<file path="config.mk">
export PLATFORM = sky130hd
export DESIGN_NAME = uart_rx_core
export DESIGN_NICKNAME = d
export VERILOG_FILES = /design/src/rtl/uart_pkg.sv /design/src/rtl/uart_rx_sync.sv /design/src/rtl/uart_rx_core.sv
export SDC_FILE = /design/constraint.sdc
export NUM_CORES = 1
export LEC_CHECK = 0
export CORE_ASPECT_RATIO = 0.7
export CORE_MARGIN = 2
export CORE_UTILIZATION = 35
export DETAILED_ROUTE_END_ITERATION = 12
export GPL_TIMING_DRIVEN = 0
export SLEW_MARGIN = 0
export SYNTH_ARGS = -nofsm -noshare
export SYNTH_HDL_FRONTEND = slang
export SYNTH_SLANG_ARGS = --single-unit
</file>
<file path="constraint.sdc">
create_clock -name i_Clock -period 2.37 [get_ports i_Clock]
set_input_delay 0.5925 -clock i_Clock [delete_from_list [all_inputs] [get_ports i_Clock]]
set_output_delay 0.5925 -clock i_Clock [all_outputs]
set_load 0.02 [all_outputs]
</file>
<file path="src/rtl/uart_pkg.sv">
// Shared UART definitions: FSM state encoding, default bit timing and frame constants.
package uart_pkg;

  localparam int   CLKS_PER_BIT_DEFAULT = 217;  // 25 MHz / 115200 baud
  localparam int   DATA_BITS            = 8;
  localparam logic IDLE_LEVEL           = 1'b1;

  typedef enum logic [2:0] {
    S_IDLE      = 3'd0,
    S_START     = 3'd1,
    S_DATA      = 3'd2,
    S_PARITY    = 3'd3,
    S_STOP      = 3'd4,
    S_CLEANUP   = 3'd5,
    S_WAIT_IDLE = 3'd6
  } uart_state_e;

endpackage

</file>
<file path="src/rtl/uart_rx_sync.sv">
// Two-flop synchronizer for an asynchronous level input; both flops reset to the line idle level.
module uart_rx_sync
  import uart_pkg::*;
(
  input  logic i_Clock,
  input  logic i_Rst_L,
  input  logic i_Async,
  output logic o_Sync
);

  logic r_Meta;

  always_ff @(posedge i_Clock or negedge i_Rst_L) begin
    if (!i_Rst_L) begin
      r_Meta <= IDLE_LEVEL;
      o_Sync <= IDLE_LEVEL;
    end else begin
      r_Meta <= i_Async;
      o_Sync <= r_Meta;
    end
  end

endmodule

</file>
<file path="src/rtl/uart_rx_core.sv">
// UART receiver, 8N1 by default; define UART_RX_PARITY_EN for 8E1 with a live parity error strobe.
// o_RX_State exposes the FSM state for debug and checker binding.
module uart_rx_core
  import uart_pkg::*;
#(
  parameter int CLKS_PER_BIT = CLKS_PER_BIT_DEFAULT
) (
  input  logic        i_Clock,
  input  logic        i_Rst_L,
  input  logic        i_RX_Serial,
  output logic        o_RX_DV,
  output logic [7:0]  o_RX_Byte,
  output logic        o_RX_Active,
  output logic        o_RX_Frame_Err,
  output logic        o_RX_Parity_Err,
  output uart_state_e o_RX_State
);

  localparam int             CW       = $clog2(CLKS_PER_BIT);
  localparam int             IW       = $clog2(DATA_BITS);
  localparam logic [CW-1:0]  HALF     = CW'((CLKS_PER_BIT - 1) / 2);
  localparam logic [CW-1:0]  LAST     = CW'(CLKS_PER_BIT - 1);
  localparam logic [IW-1:0]  LAST_IDX = IW'(DATA_BITS - 1);

  logic                 r_RX;
  uart_state_e          r_State, w_State;
  logic [CW-1:0]        r_Count, w_Count;
  logic [IW-1:0]        r_Index, w_Index;
  logic [DATA_BITS-1:0] r_Shift, w_Shift;
  logic [DATA_BITS-1:0] r_Byte,  w_Byte;
  logic                 r_DV,     w_DV;
  logic                 r_Active, w_Active;
  logic                 r_FErr,   w_FErr;
  logic                 w_Tick;
`ifdef UART_RX_PARITY_EN
  logic                 r_PErr,   w_PErr;
  logic                 r_Par_Bad, w_Par_Bad;
`endif

  uart_rx_sync u_sync (
    .i_Clock (i_Clock),
    .i_Rst_L (i_Rst_L),
    .i_Async (i_RX_Serial),
    .o_Sync  (r_RX)
  );

  assign w_Tick = (r_Count == LAST);

  // o_RX_DV and the error outputs are strobes with no backpressure: the
  // consumer must take o_RX_Byte on the DV cycle or read it later (held).
  always_comb begin
    w_State  = r_State;
    w_Count  = r_Count;
    w_Index  = r_Index;
    w_Shift  = r_Shift;
    w_Byte   = r_Byte;
    w_DV     = 1'b0;
    w_FErr   = 1'b0;
    w_Active = r_Active;
`ifdef UART_RX_PARITY_EN
    w_PErr    = 1'b0;
    w_Par_Bad = r_Par_Bad;
`endif
    case (r_State)
      S_IDLE: begin
        w_Count = '0;
        w_Index = '0;
`ifdef UART_RX_PARITY_EN
        w_Par_Bad = 1'b0;
`endif
        if (r_RX != IDLE_LEVEL) begin
          w_State  = S_START;
          w_Active = 1'b1;
        end
      end
      S_START: begin
        if (r_Count == HALF) begin
          w_Count = '0;
          if (r_RX != IDLE_LEVEL) begin
            w_State = S_DATA;
          end else begin
            w_State  = S_IDLE;
            w_Active = 1'b0;
          end
        end else begin
          w_Count = r_Count + CW'(1);
        end
      end
      S_DATA: begin
        if (w_Tick) begin
          w_Count = '0;
          w_Shift = {r_RX, r_Shift[DATA_BITS-1:1]};
          w_Index = r_Index + IW'(1);
          if (r_Index == LAST_IDX) begin
`ifdef UART_RX_PARITY_EN
            w_State = S_PARITY;
`else
            w_State = S_STOP;
`endif
          end
        end else begin
          w_Count = r_Count + CW'(1);
        end
      end
`ifdef UART_RX_PARITY_EN
      S_PARITY: begin
        if (w_Tick) begin
          w_Count   = '0;
          w_Par_Bad = r_RX ^ (^r_Shift);
          w_State   = S_STOP;
        end else begin
          w_Count = r_Count + CW'(1);
        end
      end
`endif
      S_STOP: begin
        if (w_Tick) begin
          w_Count = '0;
          if (r_RX == IDLE_LEVEL) begin
            w_State = S_CLEANUP;
`ifdef UART_RX_PARITY_EN
            if (r_Par_Bad) begin
              w_PErr = 1'b1;
            end else begin
              w_Byte = r_Shift;
              w_DV   = 1'b1;
            end
`else
            w_Byte = r_Shift;
            w_DV   = 1'b1;
`endif
          end else begin
            // Stop bit low: wait out any break before hunting for a start.
            w_FErr   = 1'b1;
            w_State  = S_WAIT_IDLE;
            w_Active = 1'b0;
          end
        end else begin
          w_Count = r_Count + CW'(1);
        end
      end
      S_CLEANUP: begin
        w_Active = 1'b0;
        w_State  = S_IDLE;
      end
      S_WAIT_IDLE: begin
        w_Active = 1'b0;
        if (r_RX == IDLE_LEVEL) w_State = S_IDLE;
      end
      default: begin
        w_Active = 1'b0;
        w_State  = S_IDLE;
      end
    endcase
  end

  always_ff @(posedge i_Clock or negedge i_Rst_L) begin
    if (!i_Rst_L) begin
      r_State  <= S_IDLE;
      r_Count  <= '0;
      r_Index  <= '0;
      r_Shift  <= '0;
      r_Byte   <= '0;
      r_DV     <= 1'b0;
      r_Active <= 1'b0;
      r_FErr   <= 1'b0;
`ifdef UART_RX_PARITY_EN
      r_PErr    <= 1'b0;
      r_Par_Bad <= 1'b0;
`endif
    end else begin
      r_State  <= w_State;
      r_Count  <= w_Count;
      r_Index  <= w_Index;
      r_Shift  <= w_Shift;
      r_Byte   <= w_Byte;
      r_DV     <= w_DV;
      r_Active <= w_Active;
      r_FErr   <= w_FErr;
`ifdef UART_RX_PARITY_EN
      r_PErr    <= w_PErr;
      r_Par_Bad <= w_Par_Bad;
`endif
    end
  end

  assign o_RX_DV        = r_DV;
  assign o_RX_Byte      = r_Byte;
  assign o_RX_Active    = r_Active;
  assign o_RX_Frame_Err = r_FErr;
  assign o_RX_State     = r_State;
`ifdef UART_RX_PARITY_EN
  assign o_RX_Parity_Err = r_PErr;
`else
  assign o_RX_Parity_Err = 1'b0;
`endif

endmodule

</file>
==> flow_metrics.py, run 1 <==
metrics = {
    "status": {
        "run_status": "finished clean",
    },
    "power_and_ir_drop": {
        "switching_power_mw": 0.224,
        "swShare_pct": 21.7,
        "clkPwrFrac_pct": 40.1,
        "power.total_mw": 1.03,
        "ir_worst_vdd_mv": 0.200,
        "p_leak_nw": 0.950,
        "pwr-share-comb_pct": 1.6,
        "power_density_nw_per_um2": 521,
        "seqPwrFrac_pct": 58.3,
        "internal_power_mw": 0.809,
    },
    "clocking": {
        "cts.path.max_buffers": 2,
        "cts_resized": 0,
        "cts_tree": "built",
        "clock-sinks": 35,
        "holdBufCountCts": 0,
        "clkLatencyLatePin_ps": 280,
        "root_buffer": "clkbuf_8",
        "h-tree-depth": 2,
        "postCtsSetupRepairBufs": 0,
        "clk_pin_slew_worst_paths_ps": 70,
        "cts_buffers": 5,
    },
    "finish": {
        "fin_nets": 173,
        "finalNonFillerCells": 224,
        "final_common_cell": "dfrtp_1",
        "fillers": 445,
        "multi_input_area_um2": 744,
        "utilization_pct": 42.4,
        "seqCellArea_um2": 878,
        "final_layout_size_suffix_gt1_share_pct": 21.6,
        "areaGrowthSynthToFinish_pct": 18.6,
        "final_cell_mix": "dfrtp_1 (33), nand2_1 (15), clkdlybuf4s50_1 (15), mux2_4 (9), mux2_2 (9)",
        "diodes": 0,
    },
    "logic_synthesis": {
        "yosys_warnings": 0,
        "syn_area_um2": 1670,
        "synth-edff-count": 0,
        "async_flop_share_pct": 100,
        "postSynthAreaPerCell_um2": 11.7,
        "synth-main-ff-cell": "dfrtp_1",
        "synthesis.nets": 150,
        "seq_area_frac_synth_pct": 52.5,
        "netlist_instances": 143,
        "ys_types": 42,
        "synth_seq_cells": 35,
    },
    "min_path": {
        "hp-class": "flop to flop",
    },
    "critical_path": {
        "cpPeakStageDelay_ps": 400,
        "arrival_ps": 2260,
        "worstSetupPathType": "flop to flop",
        "cp_slowest_cell": "dfrtp_1",
        "end_kind": "flop",
        "critPathTopFamily": "simple AND/OR/NAND/NOR gates",
        "worstPathCellList": "inv_1 > ha_1 > and3_1 > and2_4 > or3b_1 > buf_6 > mux2_4",
        "path_buf_inv": 2,
        "crit_fanout": 10,
        "cp.required_ps": 2540,
        "cp-start-kind": "flop",
    },
    "placed_design": {
        "dpl.cell_count": 216,
        "port_buffers": 16,
        "gp_congestion": 0.791,
        "dpl.hpwl_um": 2190,
    },
    "timing": {
        "totalNegativeSetupSlack_ps": 0,
        "finalCriticalPeriod_ps": 2090,
        "worst_pin_slew_ps": 743,
        "post-route-period-util_pct": 88.2,
        "hold_viol": 0,
        "holdWs_ps": 356,
        "rsz0062_at_grt": "no",
        "slew_headroom_pct": 50.5,
        "timing.fmax_ghz": 0.478,
        "setup_viol": 0,
        "final-max-slew-violation-count": 0,
        "final.setup_skew_ps": 7.82,
    },
    "floorplan": {
        "rows": 21,
        "core_um2": 4680,
        "dieArea_um2": 5360,
        "fp.dieW_um": 86.6,
        "dieHeight_um": 61.8,
        "top_level_ports": 18,
        "start_util_pct": 35.8,
    },
    "global_route": {
        "track_usage_pct": 12.5,
        "grt_max_degree": 36,
        "grt_pass1_wl_um": 5020,
        "overflow": 0,
        "antenna_found_initial": 0,
        "grt_pass1_vias": 1045,
    },
    "detailed_routing": {
        "first_pass_iters": 4,
        "wl_um": 3000,
        "vias_per_cell": 5.17,
        "dr_total_vias": 1157,
        "wl_per_cell_um": 13.4,
        "dr.first_iter.drc_count": 86,
        "drc": 0,
        "antenna_left": 0,
    },
    "job": {
        "drv_cap": 0,
    },
}
Yosys cell counts, drive strengths merged (3+ instances only):
master / instances / area share [%]
a21oi: 5 / 1.5
buf: 3 / 1.4
ha: 4 / 3.0
nand2: 15 / 3.4
inv: 5 / 1.1
dfrtp: 33 / 49
o21ai: 5 / 1.5
nand3: 4 / 1.2
nor2b: 4 / 1.5
mux2: 18 / 14
nor3: 5 / 1.5
nor2: 7 / 1.6
power groups by stage:
stage	clock network, mW	registers (mW)	logic [mW]
3_5_place_dp	0	0.614	0.0182
5_1_grt	0.459	0.602	0.0205
6_report	0.414	0.602	0.0170
2_1_floorplan	0	0.613	0.00391
3_3_place_gp	0	0.614	0.0184
4_1_cts	0.430	0.602	0.0182
metal layers:
| metal | GRT usage (%) | vias to the layer above | part of all wire, % |
|---|---|---|---|
| li1 | - | 552 | - |
| met1 | 16.9 | 565 | 49 |
| met2 | 18.6 | 35 | 44 |
| met3 | 3.17 | 5 | 5.5 |
| met4 | 6.70 | 0 | 1.8 |
| met5 | 0 | - | 0 |
layout make-up:
cell class / instances / share of cell area [%]
plain buffers: 5 / 1.58
clock buffers: 6 / 3.66
clock inverters: 2 / 0.631
inverters: 5 / 0.946
multi-input cells: 98 / 37.5
flip-flops and latches: 35 / 44.3
well taps: 57 / 3.59
repair buffers: 16 / 7.82
per-stage QoR:
stage / worst slack (ps) / cell area [µm²]
final: 280 / 1980
after global routing: 146 / 1980
after CTS: 270 / 1980
after detailed placement: 274 / 1900
after global placement: 40.4 / 1900
after floorplan: 452 / 1670
kinds of logic after synthesis:
| group | Yosys count | share of synthesized area, % |
|---|---|---|
| other cells | 1 | 0.224 |
| flops | 35 | 52.5 |
| simple gates | 48 | 15.3 |
| mux | 20 | 15.3 |
| xor+xnor | 3 | 1.57 |
| buf+inv | 10 | 2.99 |
| compound gates | 21 | 8.53 |
| fa+ha+maj | 5 | 3.59 |
final timing paths:
kind	start	end	slack (ps)	depth (start not counted)
max	r_Count[0]	r_Index[2]	280	7
max in group asynchronous	i_Rst_L	o_RX_Frame_Err	1520	1
min reg2reg	u_sync.r_Meta	u_sync.o_Sync	360	0
min	u_sync.r_Meta	u_sync.o_Sync	360	0
min in group asynchronous	i_Rst_L	r_Index[2]	380	1
max reg2reg	r_Count[0]	r_Index[2]	280	7
sequential cells by signal, summed over array words and instances, names as in the netlist:
register	cells
o_RX_Active	1
o_RX_Byte	8
u_sync.o_Sync	1
o_RX_DV	1
r_Count	8
r_Shift	8
o_RX_State	3
u_sync.r_Meta	1
o_RX_Frame_Err	1
r_Index	3
No activity file was read; power rests on OpenSTA's default activity.
==> inputs of run 2 (changes only) <==
- GPL_TIMING_DRIVEN: 0 -> 1
==> run 2 against run 1 <==
Cell area is 2.0% higher. Maximum frequency fell by 6.3%. Utilization up 0.86 points. Global-route usage rose by 0.67 points. Largest power group is now clock.
==> flow_metrics.py, run 2 (synthesis results as in run 1) <==
metrics = {
    "floorplan": {
        "start_util_pct": 35.8,
        "top_level_ports": 18,
        "dieHeight_um": 61.8,
        "dieArea_um2": 5360,
        "core_um2": 4680,
        "rows": 21,
        "fp.dieW_um": 86.6,
    },
    "clocking": {
        "holdBufCountCts": 0,
        "cts_buffers": 5,
        "cts.path.max_buffers": 2,
        "cts_tree": "built",
        "clk_pin_slew_worst_paths_ps": 70,
        "clock-sinks": 35,
        "root_buffer": "clkbuf_8",
        "clkLatencyLatePin_ps": 280,
        "h-tree-depth": 2,
        "cts_resized": 0,
        "postCtsSetupRepairBufs": 0,
    },
    "global_route": {
        "grt_pass1_wl_um": 5300,
        "grt_max_degree": 36,
        "antenna_found_initial": 0,
        "track_usage_pct": 13.1,
        "grt_pass1_vias": 1118,
        "overflow": 0,
    },
    "job": {
        "drv_cap": 0,
    },
    "timing": {
        "slew_headroom_pct": 58.4,
        "setup_viol": 0,
        "rsz0062_at_grt": "no",
        "final-max-slew-violation-count": 0,
        "totalNegativeSetupSlack_ps": 0,
        "timing.fmax_ghz": 0.448,
        "finalCriticalPeriod_ps": 2230,
        "post-route-period-util_pct": 94.1,
        "final.setup_skew_ps": 9.10,
        "holdWs_ps": 362,
        "worst_pin_slew_ps": 624,
        "hold_viol": 0,
    },
    "power_and_ir_drop": {
        "p_leak_nw": 0.963,
        "power_density_nw_per_um2": 619,
        "ir_worst_vdd_mv": 0.229,
    },
    "detailed_routing": {
        "dr_total_vias": 1118,
        "first_pass_iters": 4,
        "wl_per_cell_um": 14.1,
        "vias_per_cell": 5.06,
        "wl_um": 3120,
        "drc": 0,
        "dr.first_iter.drc_count": 57,
        "antenna_left": 0,
    },
    "finish": {
        "fillers": 454,
        "final_layout_size_suffix_gt1_share_pct": 21.3,
        "fin_nets": 170,
        "areaGrowthSynthToFinish_pct": 21.0,
        "utilization_pct": 43.3,
        "final_cell_mix": "dfrtp_1 (33), clkdlybuf4s50_1 (16), nand2_1 (15), mux2_4 (9), mux2_2 (9)",
        "final_common_cell": "dfrtp_1",
        "diodes": 0,
    },
    "critical_path": {
        "crit_fanout": 11,
        "worstSetupPathType": "flop to flop",
        "r2r-start": "r_Count[0]",
        "ff2ff_path_depth": 6,
        "cp-start-kind": "flop",
        "r2r_slack_ps": 140,
        "end_kind": "flop",
        "cp.required_ps": 2530,
        "r2r_end": "r_Shift[4]",
        "arrival_ps": 2390,
    },
    "placed_design": {
        "gp_congestion": 0.794,
        "port_buffers": 16,
        "dpl.hpwl_um": 2210,
    },
    "status": {
        "run_status": "finished clean",
    },
    "min_path": {
        "holdPathStages": 0,
        "min_to": "u_sync.o_Sync",
        "hp-class": "flop to flop",
        "hold_path_startpoint": "u_sync.r_Meta",
    },
}
run 2: cell type report:
| cell class | instances | area [µm²] | share of cell area [%] |
|---|---|---|---|
| clock inverters | 3 | 67.6 | 3.34 |
| well taps | 57 | 71.3 | 3.52 |
| multi-input cells | 98 | 744 | 36.8 |
| repair buffers | 18 | 175 | 8.65 |
| clock buffers | 5 | 68.8 | 3.40 |
| inverters | 5 | 18.8 | 0.927 |
| flip-flops and latches | 35 | 878 | 43.4 |
run 2: worst max path at each step:
stage                    start         end  slack [ps]  cells past startpoint
global placement    r_Count[0]  r_Shift[4]         250                      6
global route        r_Count[0]  r_Shift[4]          40                      6
CTS                 r_Count[0]  r_Shift[4]         140                      6
floorplan           r_Count[0]  r_Index[1]         450                      7
detailed placement  r_Count[0]  r_Shift[4]         170                      6
finish              r_Count[0]  r_Shift[4]         140                      6
run 2: metrics by stage:
step	power [mW]	area (µm²)	std cells	worst slack [ps]
finish	1.25	2020	221	139
global route	1.30	2020	221	39.8
CTS	1.27	2020	221	143
detailed placement	0.633	1890	213	167
global placement	0.632	1890	213	245
floorplan	0.617	1670	143	452
run 2: power by group:
group	internal (mW)	switching, mW	leakage [nW]
registers	0.600	0.00231	0.462
logic	0.00489	0.0132	0.436
clock network	0.420	0.213	0.0644
total	1.02	0.228	0.963
run 2: routing by layer:
layer  part of all wire, %  wire [µm]  GRT usage [%]  vias to the layer above
met5                     0          0              0                        -
met4                  0.87         27           5.13                        0
met3                   3.9        122           3.43                        2
met2                    45       1390           19.9                       25
met1                    51       1580           18.3                      544
li1                      -          -              -                      547
run 2: critical path, stage by stage (launching register included):
cell	delay (ps)
dfrtp_1	400
inv_1	100
ha_1	170
and3_1	230
and2_4	190
or3b_1	630
mux2_4	400
